[config.mk]
export PLATFORM = sky130hd
export DESIGN_NAME = muxnto1_rr
export DESIGN_NICKNAME = d
export VERILOG_FILES = /design/src/rtl/mux_pkg.sv /design/src/rtl/mux_arb.sv /design/src/rtl/muxnto1_rr.sv
export SDC_FILE = /design/constraint.sdc
export NUM_CORES = 1
export LEC_CHECK = 0
export CORE_MARGIN = 8
export CORE_UTILIZATION = 43
export DETAILED_ROUTE_END_ITERATION = 8
export PLACE_DENSITY = 0.78
export RECOVER_POWER = 25
export SLEW_MARGIN = 10
export SYNTH_ARGS = -nofsm -noshare
export SYNTH_HDL_FRONTEND = slang
export SYNTH_SLANG_ARGS = --single-unit
export TNS_END_PERCENT = 100
[constraint.sdc]
create_clock -name clk -period 4.1 [get_ports clk]
set_input_delay 0.41 -clock clk [delete_from_list [all_inputs] [get_ports clk]]
set_output_delay 0.41 -clock clk [all_outputs]
set_load 0.01 [all_outputs]
[src/rtl/mux_pkg.sv]
// Shared definitions for the arbitrated N-to-1 muxes: arbitration modes and
// the packed-channel slicing helper used on in_data.
package mux_pkg;

    localparam int MODE_FIXED = 0;
    localparam int MODE_RR    = 1;

    // Channel i of a packed bus occupies [i*width +: width]; this returns the low bit.
    function automatic int sliceLo(input int idx, input int width);
        return idx * width;
    endfunction

endpackage

[src/rtl/mux_arb.sv]
// Combinational arbiter: picks one requesting channel, either lowest index first
// or searching upward from the round-robin pointer with wrap at NCH.
module mux_arb
    import mux_pkg::*;
#(
    parameter  int NCH  = 4,
    parameter  int MODE = MODE_RR,
    localparam int SELW = $clog2(NCH)
) (
    input  logic [NCH-1:0]  i_valid,
    input  logic [SELW-1:0] i_ptr,
    output logic [NCH-1:0]  o_grant,
    output logic [SELW-1:0] o_gidx
);

    logic w_found;

    // Visit channels in priority order; the search start only moves in round-robin mode.
    always_comb begin
        o_grant = '0;
        o_gidx  = '0;
        w_found = 1'b0;
        for (int k = 0; k < NCH; k++) begin
            int idx;
            idx = (MODE == MODE_RR) ? int'(i_ptr) + k : k;
            if (idx >= NCH) begin
                idx = idx - NCH;
            end
            if (!w_found && i_valid[idx]) begin
                w_found      = 1'b1;
                o_grant[idx] = 1'b1;
                o_gidx       = idx[SELW-1:0];
            end
        end
    end

endmodule

[src/rtl/muxnto1_rr.sv]
// Registered N-to-1 mux with valid/ready handshake; the source channel is chosen
// by the internal arbiter and reported alongside each output word.
module muxnto1_rr
    import mux_pkg::*;
#(
    parameter  int WIDTH = 8,
    parameter  int NCH   = 4,
    parameter  int MODE  = MODE_RR,
    localparam int SELW  = $clog2(NCH)
) (
    input  logic                 clk,
    input  logic                 rst_n,
    input  logic [NCH-1:0]       in_valid,
    input  logic [NCH*WIDTH-1:0] in_data,
    output logic [NCH-1:0]       in_ready,
    output logic                 out_valid,
    output logic [WIDTH-1:0]     out_data,
    output logic [SELW-1:0]      out_sel,
    input  logic                 out_ready
);

    logic                r_valid;
    logic [WIDTH-1:0]    r_data;
    logic [SELW-1:0]     r_sel;
    logic [SELW-1:0]     r_ptr;

    logic                w_ld;
    logic                w_xfer;
    logic [NCH-1:0]      w_grant;
    logic [SELW-1:0]     w_gidx;
    logic [WIDTH-1:0]    w_selData;

    mux_arb #(
        .NCH  (NCH),
        .MODE (MODE)
    ) u_arb (
        .i_valid (in_valid),
        .i_ptr   (r_ptr),
        .o_grant (w_grant),
        .o_gidx  (w_gidx)
    );

    // The register can take a word when empty or when its current word is leaving.
    assign w_ld      = !r_valid || out_ready;
    assign w_xfer    = w_ld && (|w_grant);
    assign in_ready  = (rst_n && w_ld) ? w_grant : '0;
    assign w_selData = in_data[sliceLo(int'(w_gidx), WIDTH) +: WIDTH];

    always_ff @(posedge clk or negedge rst_n) begin
        if (!rst_n) begin
            r_valid <= 1'b0;
            r_data  <= '0;
            r_sel   <= '0;
            r_ptr   <= '0;
        end else if (w_ld) begin
            if (w_xfer) begin
                r_valid <= 1'b1;
                r_data  <= w_selData;
                r_sel   <= w_gidx;
                // Pointer wraps at NCH, not at the power of two above it.
                if (MODE == MODE_RR) begin
                    if (int'(w_gidx) == NCH - 1) begin
                        r_ptr <= '0;
                    end else begin
                        r_ptr <= w_gidx + SELW'(1);
                    end
                end
            end else begin
                r_valid <= 1'b0;
            end
        end
    end

    assign out_valid = r_valid;
    assign out_data  = r_data;
    assign out_sel   = r_sel;

endmodule

==> out/summary.md <==
- **met2 layer usage reported by global route** 0.2336
- **Placed Instances** 284
- **leak pwr** 0.8775 nW
- **most area-hungry cell type in the Yosys netlist** sky130_fd_sc_hd__dfrtp_1
- **longest individual stage delay on the worst path** 650 ps
- **most repeated library cell on the critical path** sky130_fd_sc_hd__clkdlybuf4s50_1
- **slew at the pin closest to its max-slew limit** 1128 ps
- **maximum clock frequency** 279.6 MHz
- **number of synthesized register bits** 13
- **overall routed net length** 4590 um
- **drt via density** 5.965
- **initial core utilization** 0.4348
- **layout net count** 285
- **IO Count** 54
- **Congestion Overflow GR** 0
- **number of flops mapped to enable cells by yosys** 0
- **share of synthesized flip-flops with an asynchronous set or reset** 1.000
- **ratio of cells with drive above 1 in the final layout** 0.1387
- **power density of the placed cells** 837.0 nW/um2
- **number of hold buffers added after CTS** 0
- **clock tree from TritonCTS** built
- **htree depth** 1
- **clk buf depth** 2
- **Overall Global Routing Usage** 0.1402
- **data arrival time of the critical path** 3170 ps
- **Tmin final** 3577 ps
- **FP Rows** 23
- **total of endpoints with negative setup slack in the final report** 0
- **count of TritonRoute iterations in the first routing pass** 5
- **worst setup slack for register-to-register paths** 590 ps
- **Synth cell types** 48
- **nets in the synthesized netlist** 238
- **routing layer with the top usage in global route** met2
- **met3 Track Usage GR** 0.01580
- **type of the setup path with the least slack** in -> out
- **worst min-delay path class** reg -> reg
- **Max Cap Violations** 0
- **sum of negative setup slack** 0 ps
- **Seq/Total Area, Yosys** 0.1912
- **area fraction of the dominant cell type after synthesis** 0.1912
- **largest fanout on the critical path** 11
- **total number of clock tree sinks** 13
- **final standard cell count with taps included and fillers excluded** 288
- **maximum resistive drop on vdd** 0.2949 mV
- **Starting DRT DRC Count** 92
- **area of the core** 3914 um2
- **Synth Flop Type** sky130_fd_sc_hd__dfrtp_1
- **worst-skew pair later-pin latency** 240 ps
- **clock-pin transition on the worst setup and hold timing paths** 50 ps
- **die boundary height** 78.91 um
- **most area-consuming cells after synthesis** sky130_fd_sc_hd__dfrtp_1, sky130_fd_sc_hd__mux2_4, sky130_fd_sc_hd__o221ai_1, sky130_fd_sc_hd__o21a_1, sky130_fd_sc_hd__or3_1
- **antenna violations before repair** 0
- **final worst-path cycle share** 0.8724
- **clock tree root driver cell** sky130_fd_sc_hd__clkbuf_8
- **pin count of the biggest net entering global routing** 35
- **number of nets with antenna violations after detailed routing** 0
- **final hold vios** 0
- **# DRC** 0
- **placed wire-length estimate after detailed placement** 3564 um
- **Crit path required time** 3690 ps
- **Warnings, synthesis** 0
- **Post-CTS Setup Bufs** 0
- **instance count of the mapped netlist** 192
- **unrepaired setup endpoints after global routing** no
- **Die Span X** 78.91 um
- **total via count after detailed routing** 1718
- **CTS resizes** 0
- **die footprint** 6226 um2
- **final weighted congestion of routability-driven global placement** 0.8662
- **cell area after synthesis** 1702 um2
- **WL per Instance** 15.94 um
- **final-layout fill cell count** 371
- **CP Capture Type** output pin
- **number of buffers created by CTS** 3
- **Area growth syn-to-layout** 34.34%
- **Max Transition Viols Final** 0
- **Slew HR** 0.2431
- **average instance area after synthesis** 8.863 um2
- **count of port buffers added during placement** 53
- **met1 track demand over resource in global routing** 0.1924
- **result of the run** complete, no violations
- **list of cells traversed by the critical path** clkdlybuf4s50_1 -> or3b_2 -> a2111oi_0 -> or2_2 -> nand2_1 -> o21ai_0 -> nor2b_1 -> clkdlybuf4s50_1
- **number of global-route vias before repair** 1572
- **type of element launching the critical path** input port
- **number of antenna cells inserted** 0
- **maximum clock skew at final layout** 1.090 ps
- **critical path's slowest cell** sky130_fd_sc_hd__clkdlybuf4s50_1
- **global-route wire length before repair** 7417 um
## final cells by class
class / instances / area, um2 / share of cell area
Inverter: 7 / 26.28 / 0.01149
Tap cell: 50 / 62.56 / 0.02737
Clock buffer: 4 / 45.04 / 0.01970
Sequential cell: 13 / 325.3 / 0.1423
Timing Repair Buffer: 59 / 575.6 / 0.2518
Multi-Input combinational cell: 155 / 1251 / 0.5473
## per-layer routing
| layer | up-vias | part of all wire | wire length (um) |
|---|---|---|---|
| met5 | - | 0 | 0 |
| met4 | 0 | 0.0048 | 22 |
| met3 | 3 | 0.045 | 208 |
| met2 | 50 | 0.50 | 2299 |
| li1 | 843 | - | - |
| met1 | 822 | 0.45 | 2059 |
## sequential cells by signal, summed over array words and instances, names as in the netlist
register,cells
r_ptr,2
out_sel,2
out_valid,1
out_data,8
## worst paths after layout
path / startpoint / end / cells past startpoint
setup reg to reg: r_ptr[1] / r_ptr[1] / 8
hold / removal: out_data[5] / out_data[5] / 1
max in group asynchronous: rst_n / out_data[2] / 1
setup / recovery: in_valid[1] / in_ready[3] / 8
min in group asynchronous: rst_n / out_valid / 1
hold reg to reg: out_data[5] / out_data[5] / 1
## where the power goes
| group | internal [mW] | switching, mW |
|---|---|---|
| Sequential | 0.200 | 0.0611 |
| Clock | 0.0684 | 0.0421 |
| Combinational | 0.775 | 0.766 |
## kinds of logic after synthesis
group | after synthesis | synth area share
compound gates | 80 | 0.3441
flops | 13 | 0.1912
fa+ha+maj | 7 | 0.05147
mux | 20 | 0.1713
buf+inv | 24 | 0.07352
simple gates | 48 | 0.1684
## metrics by stage
stage	util	area [um2]	setup slack (ps)	power, mW	hold slack (ps)
detailed placement	0.5726	2241	456.3	1.803	502.3
global placement	0.5726	2241	485.8	1.773	487.7
floorplan	-	1702	106.4	1.436	114.4
finish	0.5841	2286	523.3	1.913	509.9
global route	0.5841	2286	277.6	2.097	536.3
CTS	0.5841	2286	524.7	1.918	515.3
## critical path, delay by kind of cell
kind | cells | cell delay (ps)
buf+inv | 2 | 1190
simple gates | 4 | 920
compound gates | 2 | 640
## synthesized netlist by cell type, types with 3 or more instances
cell type,n
sky130_fd_sc_hd__nand2b_1,3
sky130_fd_sc_hd__mux2_2,3
sky130_fd_sc_hd__or3_1,17
sky130_fd_sc_hd__a21oi_1,19
sky130_fd_sc_hd__clkbuf_1,8
sky130_fd_sc_hd__nand2_1,7
sky130_fd_sc_hd__buf_2,4
sky130_fd_sc_hd__o21a_1,16
sky130_fd_sc_hd__dfrtp_1,13
sky130_fd_sc_hd__inv_1,6
sky130_fd_sc_hd__o22ai_1,3
sky130_fd_sc_hd__mux2i_1,4
sky130_fd_sc_hd__o21ai_0,3
sky130_fd_sc_hd__mux4_2,3
sky130_fd_sc_hd__nor2_1,7
sky130_fd_sc_hd__mux2_4,10
sky130_fd_sc_hd__ha_1,7
sky130_fd_sc_hd__a22oi_1,8
sky130_fd_sc_hd__o221ai_1,16
## placed cells by master, fill, tap and decap left out, types with 3 or more instances in the layout
cell,n
sky130_fd_sc_hd__inv_1,6
sky130_fd_sc_hd__buf_4,6
sky130_fd_sc_hd__nor2_1,7
sky130_fd_sc_hd__nand2b_1,3
sky130_fd_sc_hd__nand2_1,7
sky130_fd_sc_hd__a21oi_1,19
sky130_fd_sc_hd__o221ai_1,16
sky130_fd_sc_hd__mux2_4,10
sky130_fd_sc_hd__clkdlybuf4s50_1,52
sky130_fd_sc_hd__ha_1,7
sky130_fd_sc_hd__o21a_1,16
sky130_fd_sc_hd__dfrtp_1,13
sky130_fd_sc_hd__mux2_2,3
sky130_fd_sc_hd__o21ai_0,3
sky130_fd_sc_hd__or3_1,17
sky130_fd_sc_hd__mux2i_1,4
sky130_fd_sc_hd__mux4_2,3
sky130_fd_sc_hd__clkbuf_8,3
sky130_fd_sc_hd__o22ai_1,3
sky130_fd_sc_hd__a22oi_1,8
(Power assumes the default switching activity.)
